$ cat src/rtl/ray_t_div_udiv_seq.sv
// udiv_seq: unsigned restoring divider, one quotient bit per cycle.
// A start pulse loads the operands; DIVIDEND_W steps follow with busy_o high.
// done_o is high during the final step; quotient_o is valid from the next
// cycle on and holds until the next start.
module udiv_seq #(
  parameter int unsigned DIVIDEND_W = 48,
  parameter int unsigned DIVISOR_W  = 32
) (
  input  logic                  clock,
  input  logic                  reset,
  input  logic                  start_i,
  input  logic [DIVIDEND_W-1:0] dividend_i,
  input  logic [DIVISOR_W-1:0]  divisor_i,
  output logic                  busy_o,
  output logic                  done_o,
  output logic [DIVIDEND_W-1:0] quotient_o
);

  localparam int unsigned          CNT_W    = $clog2(DIVIDEND_W);
  localparam logic [CNT_W-1:0]     CNT_LAST = CNT_W'(DIVIDEND_W - 1);

  // dq holds the dividend being shifted out at the top and the quotient
  // being shifted in at the bottom.
  logic [DIVIDEND_W-1:0] dq_q, dq_d;
  logic [DIVISOR_W:0]    rem_q, rem_d;
  logic [DIVISOR_W-1:0]  dvs_q, dvs_d;
  logic [CNT_W-1:0]      cnt_q, cnt_d;
  logic                  busy_q, busy_d;

  logic [DIVISOR_W+1:0]  rem_sh_s;
  logic [DIVISOR_W:0]    rem_sub_s;
  logic                  ge_s;

  // One restoring step: shift in the next dividend bit, subtract if it fits
  always_comb begin
    rem_sh_s  = {rem_q, dq_q[DIVIDEND_W-1]};
    ge_s      = (rem_sh_s >= {2'b00, dvs_q});
    rem_sub_s = rem_sh_s[DIVISOR_W:0] - {1'b0, dvs_q};

    dq_d   = dq_q;
    rem_d  = rem_q;
    dvs_d  = dvs_q;
    cnt_d  = cnt_q;
    busy_d = busy_q;

    if (start_i) begin
      dq_d   = dividend_i;
      rem_d  = '0;
      dvs_d  = divisor_i;
      cnt_d  = '0;
      busy_d = 1'b1;
    end else if (busy_q) begin
      dq_d  = {dq_q[DIVIDEND_W-2:0], ge_s};
      rem_d = ge_s ? rem_sub_s : rem_sh_s[DIVISOR_W:0];
      if (cnt_q == CNT_LAST) begin
        cnt_d  = '0;
        busy_d = 1'b0;
      end else begin
        cnt_d = cnt_q + {{(CNT_W-1){1'b0}}, 1'b1};
      end
    end else begin
      busy_d = 1'b0;
    end
  end

  // Divider state registers
  always_ff @(posedge clock or negedge reset) begin
    if (!reset) begin
      dq_q   <= '0;
      rem_q  <= '0;
      dvs_q  <= '0;
      cnt_q  <= '0;
      busy_q <= 1'b0;
    end else begin
      dq_q   <= dq_d;
      rem_q  <= rem_d;
      dvs_q  <= dvs_d;
      cnt_q  <= cnt_d;
      busy_q <= busy_d;
    end
  end

  assign busy_o     = busy_q;
  assign done_o     = busy_q && (cnt_q == CNT_LAST);
  assign quotient_o = dq_q;

endmodule

$ cat config.mk
export PLATFORM = sky130hd
export DESIGN_NAME = udiv_seq
export DESIGN_NICKNAME = d
export VERILOG_FILES = /design/src/rtl/ray_t_div_udiv_seq.sv
export SDC_FILE = /design/constraint.sdc
export NUM_CORES = 1
export LEC_CHECK = 0
export CAP_MARGIN = 15
export CORE_UTILIZATION = 35
export DETAILED_ROUTE_END_ITERATION = 7
export GPL_TIMING_DRIVEN = 1
export PLACE_DENSITY = 0.58
export SYNTH_ARGS = -nofsm -noshare
export SYNTH_HDL_FRONTEND = slang
export SYNTH_SLANG_ARGS = --single-unit
export TNS_END_PERCENT = 100
$ cat constraint.sdc
create_clock -name clock -period 3 [get_ports clock]
set_clock_uncertainty 0.1 [all_clocks]
set_input_delay 0.75 -clock clock [delete_from_list [all_inputs] [get_ports clock]]
set_output_delay 0.75 -clock clock [all_outputs]
set_load 0.02 [all_outputs]
=== Word-level counts from Yosys, hierarchy flattened ===
Cells that the tools add are included.

* Add/subtract/negate cells: 2
* $mul: 0
* Div/mod/pow operators: 0
* $lt $le $gt $ge: 1
* Eq/ne operators: 1
* Shifts and indexed selects: 0
* Muxes and demuxes: 11
* Bitwise operators: 0
* Reduce and logical (&&, ||, !) cells: 2

{| class="wikitable"
|+ Operators by type and width
! operator !! number
|-
| two-way mux 33 bit || 3
|-
| two-way mux 48 bit || 2
|-
| >= comparator 34 x 32 -> 1 bit || 1
|-
| subtractor 33 x 32 -> 33 bit || 1
|-
| two-way mux 6 bit || 3
|-
| adder 6 x 1 -> 6 bit, second input constant || 1
|-
| == test 6 bit, second input constant || 1
|-
| two-way mux 1 bit || 3
|-
| nonzero test 2 bit || 1
|-
| logical AND 1 bit || 1
|}

* Bits in registers: 120
* Bits in latches: 0
* Memory bits (writable): 0
* Memory bits (read-only): 0
* Bits of input ports: 83
* Output and inout bits: 50
* Logic and storage cells: 22
* Memories: 0

=== Longest topological paths before layout ===
* Word-level depth: 4
* Depth in mapped cells: 13
* Mapped depth without buffers: 11

=== Worst setup path before layout ===
OpenSTA, ideal clock, no wires.

* Path type: flip-flop to flip-flop
* Start: reg dq_q[47], in the netlist quotient_o[47]
* End: reg rem_q[20]
* Arrival time: 2,694 ps
* Data required time: 2,801 ps
* Path slack: 106 ps
* Cell stages (with the launch flop): 13
* Buffers on the path: 1
* Period minus slack after synthesis: 2,894 ps
* Cells stage by stage: dfrtp_1 -> inv_1 -> ha_1 -> fa_1 -> nand2b_2 -> a211oi_2 -> o211ai_2 -> nand3_2 -> a31o_4 -> o21ai_4 -> buf_6 -> a311o_1 -> a311oi_1

* Longest elaborated chain between the ends: 4

{| class="wikitable"
|+ RTL lines
! item !! line !! RTL
|-
| start, declared || 24 || <nowiki>logic [DIVIDEND_W-1:0] dq_q, dq_d;</nowiki>
|-
| start signal, assigned || 75 || <nowiki>dq_q <= dq_d;</nowiki>
|-
| subtractor 33 x 32 -> 33 bit / >= comparator 34 x 32 -> 1 bit (equally long branches) || 38, 37 ||
|-
| two-way mux 33 bit * || 54 || <nowiki>rem_d = ge_s ? rem_sub_s : rem_sh_s[DIVISOR_W:0];</nowiki>
|-
| two-way mux 33 bit * || 52 || <nowiki>end else if (busy_q) begin</nowiki>
|-
| two-way mux 33 bit * || 46 || <nowiki>if (start_i) begin</nowiki>
|-
| end signal, assigned || 76 || <nowiki>rem_q <= rem_d;</nowiki>
|-
| end, declared || 25 || <nowiki>logic [DIVISOR_W:0] rem_q, rem_d;</nowiki>
|}

Every way passes the cells marked *; elsewhere a longest branch is shown, timed or not. The select of a mux whose other input is x is not followed.
A chain may end at the register's enable or synchronous reset.

=== Worst setup path in the final report ===
* Start: reg dq_q[47], in the netlist quotient_o[47]
* End: reg rem_q[18]

The elaborated chain is that of the path after synthesis.

==> run_results.csv <==
group,metric,value,unit
run_status,status,"complete, no violations",
setup_path,critPathSlowestCell,"or3_1",
setup_path,crit_start,"quotient_o[47]$_DFFE_PN0P_",
yosys,synthXorXnorAreaFrac,2.75,%
global_route,grt_pass1_wl,30.6,mm
hold_path,holdCritPathClass,"primary input to asynchronous set/reset pin",
yosys,synth_fp_nets,955,
global_route,grt_pass1_vias,6013,
clock_tree,htree_levels,4,
timing,max_freq,349,MHz
floorplan,rows,52,
clock_tree,clock-sinks,120,
cells_and_area,final_nets,1097,
floorplan,ios,133,
routing,drt_iter0_drc,362,
power,power_leakage,4.64,nW
routing,vias,6349,
floorplan,die_x,147,um
clock_tree,clock_latency,420,ps
floorplan,start_util,36.0,%
setup_path,crit_type,"flop to flop",
setup_path,crit_path_start_kind,"flop",
setup_path,slowest_delay,420,ps
cells_and_area,seqCellArea,3010,um^2
clock_tree,clkSlewWorstSetupHoldPaths,60,ps
timing,period_minus_slack,2870,ps
yosys,synthFlopType,"dfrtp_1",
yosys,yosysTopAreaCell,"dfrtp_1",
yosys,async_reset_ff_share,100,%
floorplan,die_h,147,um
clock_tree,cts-hold-fix-buffers,0,
global_route,track_usage,17.6,%
power,worst_ir_drop_vdd,0.373,mV
yosys,synth_edf_count,0,
global_route,grt_max_degree,91,
timing,maxSlewHeadroom,55.3,%
setup_path,r2r_start,"quotient_o[47]$_DFFE_PN0P_",
timing,hold_viol,0,
setup_path,cp.arrival,3090,ps
placed_design,portBuffers,132,
setup_path,cp-end-kind,"flop",
yosys,ys_warn_count,0,
clock_tree,cts_buffers,17,
yosys,synthTopCellsByCount,"157 x nand2_1, 120 x dfrtp_1, 96 x o21ai_0",
routing,wl_per_cell,14.6,um
setup_path,crit_required,3220,ps
setup_path,path_cells,"inv_1 -> ha_1 -> fa_2 -> nand2b_4 -> a211oi_4 -> o211ai_2 -> nand3_2 -> a31o_4 -> o21ai_4 -> or3_1 -> a311oi_2",
cells_and_area,multi_input_area,3970,um^2
yosys,synth_top_area_share,41.0,%
routing,first_pass_iters,4,
yosys,ys_ff_latch,120,
floorplan,core,20400,um^2
routing,routed_wl,18.4,mm
yosys,synth_top_family_by_area,"compound AO/OA/AOI/OAI gates",
yosys,syn_avg_cell_area,8.74,um^2
timing,finalMaxSlewViolations,0,
clock_tree,cts_root_buf,"clkbuf_16",
routing,ant_nets,0,
global_route,grt_overflow_total,0,
yosys,synthMuxAreaShare,7.75,%
routing,vias_per_cell,5.03,
timing,finalCritPeriodShare,95.6,%
yosys,yosysMostFrequentCell,"nand2_1",
cells_and_area,fill_cells,2000,
placed_design,place.gp.congestion,0.831,
timing,worst-slew-pin-transition,670,ps
clock_tree,cts_tree,"done",
placed_design,hpwl,12.9,mm
cells_and_area,n_antenna_cell,0,
power,powerDensity,483,nW/um^2
yosys,synth_area_leaders,"dfrtp_1 41%, nand2_1 8.0%, mux2i_1 6.8%",
floorplan,die_area,21500,um^2
yosys,synth_adder_area_share,5.91,%
cells_and_area,drive_gt1_share,11.4,%
cells_and_area,final_util,48.0,%
clock_tree,clock_path_buffers,2,
global_route,antenna_found_initial,0,
yosys,synth_compound_area_share,19.7,%
power,total_power,4.71,mW
timing,finalSetupViolCount,0,
yosys,seq_area_frac_synth,41.0,%
setup_path,crit_fanout,6,
cells_and_area,syn_to_final_growth,33.3,%
yosys,synthDistinctLibCells,66,
yosys,synth-simple-area-share,17.3,%
job,drv_cap,0,
routing,drc,0,
yosys,synthesis.area,7330,um^2
yosys,syn_inst,838,
timing,fin_setup_tns,0,ps
## power by group
group | internal (mW) | switching, mW | total [mW]
clock network | 1.32 | 0.806 | 2.13
registers | 1.72 | 0.0613 | 1.78
logic | 0.382 | 0.420 | 0.802
## state kept, by name, summed over array words and instances, names as in the netlist
name and count:
rem_q 33, dvs_q 32, busy_o 1, cnt_q 6
quotient_o 48
## critical path, delay by kind of cell (launching register included)
| family | cells | cell delay [ps] |
|---|---|---|
| adder cells (fa/ha/maj) | 2 | 550 |
| buffers and inverters | 1 | 60 |
| AO/OA/AOI/OAI | 5 | 1010 |
| flip-flops | 1 | 350 |
| AND/OR/NAND/NOR | 3 | 690 |
## cell type report
cell class / instances / share of cell area [%]
Multi-Input combinational cell: 621 / 40.7
Sequential cell: 120 / 30.8
Timing Repair Buffer: 173 / 17.0
Clock buffer: 17 / 4.36
Tap cell: 270 / 3.46
Clock inverter: 15 / 1.96
Inverter: 47 / 1.81
## layout by cell type, fill, tap and decap left out, drive strengths merged, types with 6 or more instances in the layout
cell type      instances
xor2                   7
xnor2                 16
a21oi                 43
nor3                   6
o21ai                100
clkdlybuf4s50        129
ha                    33
nand3                 14
buf                   43
clkbuf                17
nand4                 10
mux2i                 50
o211ai                 7
nand2                158
a311oi                28
inv                   52
nand2b                 9
nor2                  61
mux2                   6
a21o                   7
dfrtp                120
## per-stage QoR
stage | hold WS, ps | area [um^2] | setup WS, ps | instances
after floorplan | 354 | 7330 | 106 | 838
after global placement | 398 | 9030 | 97.6 | 1223
after detailed placement | 405 | 9030 | -17.0 | 1223
after CTS | 186 | 9660 | 5.41 | 1255
after global routing | 202 | 9770 | -35.8 | 1263
final | 180 | 9770 | 133 | 1263
## metal layers
layer | vias up | routed length (um) | global-route usage [%]
li1 | 3218 | - | -
met1 | 2966 | 9100 | 24.9
met2 | 154 | 8360 | 27.2
met3 | 11 | 793 | 3.53
met4 | 0 | 120 | 4.38
met5 | - | 0 | 0
## path summary, 6_finish.rpt
| kind | endpoint | slack [ps] | depth (start not counted) |
|---|---|---|---|
| worst max register to register | rem_q[18]$_DFFE_PN0P_ | 130 | 11 |
| worst min register to register | dvs_q[0]$_DFFE_PN0P_ | 420 | 1 |
| min in group clock | dvs_q[0]$_DFFE_PN0P_ | 420 | 1 |
| worst max-delay path | rem_q[18]$_DFFE_PN0P_ | 130 | 11 |
| max in group asynchronous | busy_o$_DFF_PN0_ | 1940 | 2 |
| worst min-delay path | quotient_o[9]$_DFFE_PN0P_ | 180 | 1 |
## cells by family after synthesis
| kind of cell | Yosys count |
|---|---|
| AND/OR/NAND/NOR | 287 |
| AO/OA/AOI/OAI | 220 |
| flip-flops | 120 |
| buffers and inverters | 98 |
| multiplexers | 56 |
| adder cells (fa/ha/maj) | 34 |
| XOR/XNOR | 23 |
## repair_timing
action	4_1_cts	5_1_grt
endpoints found under the setup margin	1	34
gates resized for setup	2	9
cloned	0	1
pin swaps	0	7
buffers inserted	0	7
No activity file was read; power rests on OpenSTA's default activity.
